**src/rtl/aq_ifu_ras.sv**
```systemverilog
// Return address stack for the IFU: circular array of predicted return
// targets, pushed on link instructions, popped on returns, cleared on flush.
module aq_ifu_ras #(
    parameter int unsigned RAS_DEPTH = 8
) (
    input  logic                         cpuclk,
    input  logic                         cpurst_b,
    input  logic                         pred_link_vld0,
    input  logic                         pred_ret_vld0,
    input  logic [39:0]                  ipack_pred_pc,
    input  logic                         ifu_ras_upd_en,
    input  logic                         rtu_ifu_flush,
    output logic [39:0]                  ras_pred_ret_pc,
    output logic                         ras_pred_ret_vld,
    output logic                         ras_empty,
    output logic                         ras_full,
    output logic [$clog2(RAS_DEPTH):0]   ras_cnt
);

    localparam int unsigned PW = $clog2(RAS_DEPTH);
    localparam int unsigned CW = PW + 1;
    localparam logic [PW-1:0] PTR_ONE  = PW'(1);
    localparam logic [CW-1:0] CNT_ONE  = CW'(1);
    localparam logic [CW-1:0] CNT_FULL = CW'(RAS_DEPTH);

    logic [39:0]   r_entry [RAS_DEPTH];
    logic [PW-1:0] r_tos_ptr;
    logic [CW-1:0] r_cnt;

    logic          w_push;
    logic          w_pop;
    logic          w_replace;
    logic          w_cnt_zero;
    logic          w_cnt_full;
    logic [39:0]   w_push_val;
    logic [PW-1:0] w_nxt_ptr;
    logic [CW-1:0] w_nxt_cnt;
    logic          w_wr_en;
    logic [PW-1:0] w_wr_idx;

    assign w_push     = ifu_ras_upd_en &  pred_link_vld0 & ~pred_ret_vld0;
    assign w_pop      = ifu_ras_upd_en &  pred_ret_vld0  & ~pred_link_vld0;
    assign w_replace  = ifu_ras_upd_en &  pred_link_vld0 &  pred_ret_vld0;
    assign w_cnt_zero = (r_cnt == '0);
    assign w_cnt_full = (r_cnt == CNT_FULL);
    assign w_push_val = ipack_pred_pc + 40'd4;

    // Next pointer/count and entry write selection; flush wins over all ops,
    // and a replace on an empty stack is treated as a push.
    always_comb begin
        w_nxt_ptr = r_tos_ptr;
        w_nxt_cnt = r_cnt;
        w_wr_en   = 1'b0;
        w_wr_idx  = r_tos_ptr;
        if (rtu_ifu_flush) begin
            w_nxt_ptr = '0;
            w_nxt_cnt = '0;
        end else if (w_push || (w_replace && w_cnt_zero)) begin
            w_nxt_ptr = r_tos_ptr + PTR_ONE;
            w_wr_en   = 1'b1;
            w_wr_idx  = r_tos_ptr + PTR_ONE;
            w_nxt_cnt = w_cnt_full ? r_cnt : (r_cnt + CNT_ONE);
        end else if (w_replace) begin
            w_wr_en   = 1'b1;
            w_wr_idx  = r_tos_ptr;
        end else if (w_pop && !w_cnt_zero) begin
            w_nxt_ptr = r_tos_ptr - PTR_ONE;
            w_nxt_cnt = r_cnt - CNT_ONE;
        end
    end

    // Pointer and count registers.
    always_ff @(posedge cpuclk or negedge cpurst_b) begin
        if (!cpurst_b) begin
            r_tos_ptr <= '0;
            r_cnt     <= '0;
        end else begin
            r_tos_ptr <= w_nxt_ptr;
            r_cnt     <= w_nxt_cnt;
        end
    end

    // Stack entries; flush leaves contents in place, reset clears them.
    always_ff @(posedge cpuclk or negedge cpurst_b) begin
        if (!cpurst_b) begin
            for (int unsigned i = 0; i < RAS_DEPTH; i++) begin
                r_entry[i] <= '0;
            end
        end else if (w_wr_en && !rtu_ifu_flush) begin
            r_entry[w_wr_idx] <= w_push_val;
        end
    end

    assign ras_pred_ret_pc  = w_cnt_zero ? '0 : r_entry[r_tos_ptr];
    assign ras_pred_ret_vld = !w_cnt_zero;
    assign ras_empty        = w_cnt_zero;
    assign ras_full         = w_cnt_full;
    assign ras_cnt          = r_cnt;

endmodule

```
**config.mk**
```make
export PLATFORM = sky130hd
export DESIGN_NAME = aq_ifu_ras
export DESIGN_NICKNAME = d
export VERILOG_FILES = /design/src/rtl/aq_ifu_ras.sv
export SDC_FILE = /design/constraint.sdc
export NUM_CORES = 1
export LEC_CHECK = 0
export ABC_AREA = 1
export BUFFER_PORTS_ARGS = -buffer_cell sky130_fd_sc_hd__buf_2
export CAP_MARGIN = 20
export CORE_ASPECT_RATIO = 0.8
export CORE_UTILIZATION = 45
export CTS_CLUSTER_SIZE = 10
export DETAILED_ROUTE_END_ITERATION = 8
export GPL_TIMING_DRIVEN = 0
export HOLD_SLACK_MARGIN = 0.1
export PLACE_DENSITY_LB_ADDON = 0.12
export RECOVER_POWER = 25
export SLEW_MARGIN = 20
export SYNTH_ARGS = -nofsm -noshare
export SYNTH_HDL_FRONTEND = slang
export SYNTH_SLANG_ARGS = --single-unit
```
**constraint.sdc**
```tcl
create_clock -name cpuclk -period 2.6 [get_ports cpuclk]
set_input_delay 0.52 -clock cpuclk [delete_from_list [all_inputs] [get_ports cpuclk]]
set_output_delay 0.52 -clock cpuclk [all_outputs]
set_load 0.02 [all_outputs]
```
==> flow_summary_export.csv <==
group,metric,value,unit
timing,skew,12.1,ps
timing,max_freq,360,MHz
clock_network,ctsRootBufferMaster,"clkbuf_16",
run_status,status,"finished with violations",
yosys,ys_async_sr_fraction,1.00,
drt,wl_per_cell,21.8,µm
worst_setup_path,endpoint_kind,"primary output",
timing,fin_crit,2780,ps
yosys,ys_seq_elements,327,
clock_network,cts_buffers,39,
min_path,hold_path_depth,3,
min_path,hold_class,"primary input to register",
drt,ant_nets,0,
timing,setup_viol,40,
min_path,hold_path_startpoint,"ipack_pred_pc[1]",
worst_setup_path,worstReg2RegEnd,"r_entry[22]",
global_route,grt_pass1_vias,15698,
die,chipHeight,174,µm
timing,slew_violations,0,
clock_network,cts_tree,"done",
clock_network,clk_pin_slew,60,ps
place,portBuffers,90,
final_layout,fillCellCount,3398,
final_layout,nNetsFinal,2499,
global_route,grt_max_degree,94,
worst_setup_path,path_class,"register to primary output",
drt,dr.pass1.iters,6,
yosys,ys_types,28,
drt,drt_iter0_markers,1816,
pwr,peakVddDrop,0.000608,V
worst_setup_path,rr_worst_depth,14,
timing,grt_setup_unrepaired,"yes",
timing,max_slew_margin,0.192,
clock_network,htree_levels,2,
pwr,power_leakage,10.6,nW
worst_setup_path,critPathLaunch,"r_tos_ptr[0]",
global_route,antenna_found_initial,0,
timing,finalCritPeriodShare,1.07,
yosys,yosysSeqAreaShare,0.490,
die,die-area,37900,µm²
yosys,syn_avg_cell_area,7.30,µm²
worst_setup_path,path_cells,"buf_6, inv_8, buf_12, clkbuf_16, clkbuf_16, nor2_4, o22ai_2, nor2_2, nor2_1, buf_4",
timing,worstMarginPinSlew,1210,ps
yosys,synth_edf_count,0,
worst_setup_path,slowest_stage,"dfrtp_1",
final_layout,drive_gt1_frac,0.172,
global_route,grt_pass1_wl,95.9,mm
run,maxCapViolCount,0,
global_route,grt_overflow_total,0,
clock_network,clockBufferDepth,3,
drt,viasPerCell,5.66,
worst_setup_path,cp-start-kind,"register",
place,hpwl,42.8,mm
final_layout,fin_util,0.565,
final_layout,areaGrowthSynthToFinish,22.6,%
yosys,synth_warnings,0,
pwr,p_per_area,1180,nW/µm²
die,rows,62,
worst_setup_path,r2r_start,"r_tos_ptr[0]",
clock_network,cts_sinks,327,
worst_setup_path,critPathArrivalTime,2260,ps
drt,drc,0,
timing,final_hold_viol_count,0,
place,globalplace.congestion,0.965,
drt,vias,16627,
drt,wl,64.0,mm
final_layout,antenna_cells,0,
min_path,holdPathEnd,"r_entry[41]",
yosys,syn_inst,2288,
timing,finalWorstSetupSlack,-180,ps
global_route,grt_usage,0.338,
die,fp.coreArea,36200,µm²
worst_setup_path,cp_max_fo,7,
worst_setup_path,worst_ep_required_time,2080,ps
die,ioPinCount,93,
worst_setup_path,cp_slowest_stage_delay,390,ps
worst_setup_path,r2r_slack,40,ps
die,initial_utilization,0.461,
clock_network,clk_latency,550,ps
timing,hold-worst-slack,312,ps
yosys,synthFlopType,"dfrtp_1",
worst_setup_path,cpMostUsedCell,"clkbuf_16",
yosys,synth_fp_nets,2340,
die,die_w,217,µm
run_status,violations,"setup timing",
yosys,syn_area,16700,µm²
[synthesized netlist by cell type, types with 7 or more instances]
cell | n | area, µm²
o21ai_0 | 208 | 1040
nand3b_1 | 15 | 113
nand2_2 | 9 | 56.3
nand3_1 | 140 | 701
nand4_1 | 7 | 43.8
xor2_1 | 10 | 87.6
clkbuf_1 | 54 | 203
nand2_1 | 980 | 3680
xnor2_1 | 10 | 87.6
nor2_2 | 10 | 62.6
inv_1 | 25 | 93.8
nor2_1 | 298 | 1120
buf_4 | 12 | 90.1
buf_2 | 75 | 375
dfrtp_1 | 327 | 8180
o22ai_1 | 81 | 507
[worst max-delay path, delay by kind of cell, from the launching register on]
family	cells	cell delay, ps
flip-flops	1	390
AO/OA/AOI/OAI	1	150
AND/OR/NAND/NOR	3	250
buffers and inverters	6	900
[how the worst max path moves through the flow]
stage / to / slack (ps) / cells past startpoint
after floorplan: ras_pred_ret_pc[32] / 330 / 9
after global placement: r_entry[63] / -5600 / 1
after detailed placement: r_entry[17] / -970 / 12
after CTS: ras_pred_ret_pc[28] / -210 / 10
after global routing: ras_pred_ret_pc[16] / -240 / 10
final: ras_pred_ret_pc[22] / -180 / 10
[where the power goes]
part | internal (W) | total, W | leakage, nW | switching, W
clock network | 0.00286 | 0.00499 | 0.531 | 0.00213
logic | 0.00397 | 0.0105 | 5.82 | 0.00657
registers | 0.00728 | 0.00858 | 4.30 | 0.00131
[layer usage]
layer  track usage  share of wire  wire [µm]
met3        0.0581          0.094       6020
met1         0.487           0.43      27700
met4         0.121          0.034       2150
met5             0              0          0
met2         0.511           0.44      28100
[repair_timing]
action / CTS / global route
buffers inserted: 7 / 7
endpoints found under the hold margin: 80 / 0
pin swaps: 39 / 100
hold buffers: 1 / 0
setup endpoints to repair: 363 / 346
resized for setup: 254 / 209
cloned: 5 / 7
[flip-flops by register name, summed over array words and instances (netlist names)]
name / count
r_entry: 320
ras_cnt: 4
r_tos_ptr: 3
[through the flow]
step                setup TNS (ps)  area [µm²]  setup slack [ps]  total power (W)  instances
finish                       -4810       20500              -180           0.0241       2936
global placement          -2077400       17700             -5600           0.0169       2858
floorplan                        0       16700               329           0.0140       2288
CTS                          -6020       19700              -208           0.0230       2924
detailed placement         -274220       17800              -966           0.0171       2861
global route                 -7760       20500              -242           0.0255       2936
[layout by cell type, fill, tap and decap left out, types with 7 or more instances in the layout]
| cell type | instances |
|---|---|
| o21ai_1 | 62 |
| buf_12 | 8 |
| nand2_1 | 976 |
| nor2_2 | 23 |
| clkbuf_2 | 15 |
| dfrtp_1 | 327 |
| nand3b_1 | 15 |
| buf_6 | 26 |
| o22ai_1 | 57 |
| clkbuf_16 | 52 |
| inv_1 | 23 |
| o22ai_2 | 24 |
| xnor2_1 | 10 |
| buf_4 | 76 |
| clkbuf_1 | 7 |
| o21ai_0 | 135 |
| clkbuf_4 | 28 |
| nand4_1 | 7 |
| xor2_1 | 10 |
| nor2_4 | 34 |
| buf_2 | 82 |
| nor2_1 | 255 |
| o21ai_2 | 11 |
| nand3_1 | 139 |
| nand2_2 | 9 |
[kinds of logic (layout without fill, tap and decap cells)]
logic type | Yosys count | in the layout | synth area share
buf+inv | 175 | 343 | 0.0481
flops | 327 | 327 | 0.490
simple gates | 1468 | 1468 | 0.351
xor+xnor | 22 | 22 | 0.0124
compound gates | 290 | 290 | 0.0930
fa+ha+maj | 6 | 6 | 0.00495
[layout make-up]
cell class,instances,area [µm²],area share
inverter,31,133,0.00648
multi-input combinational,1786,8210,0.401
buffer,143,1170,0.0574
clock buffer,49,1080,0.0526
tap,480,601,0.0293
clock inverter,1,5.00,0.000244
timing repair buffer,119,1090,0.0532
sequential,327,8180,0.400
No activity file was read; power rests on OpenSTA's default activity.
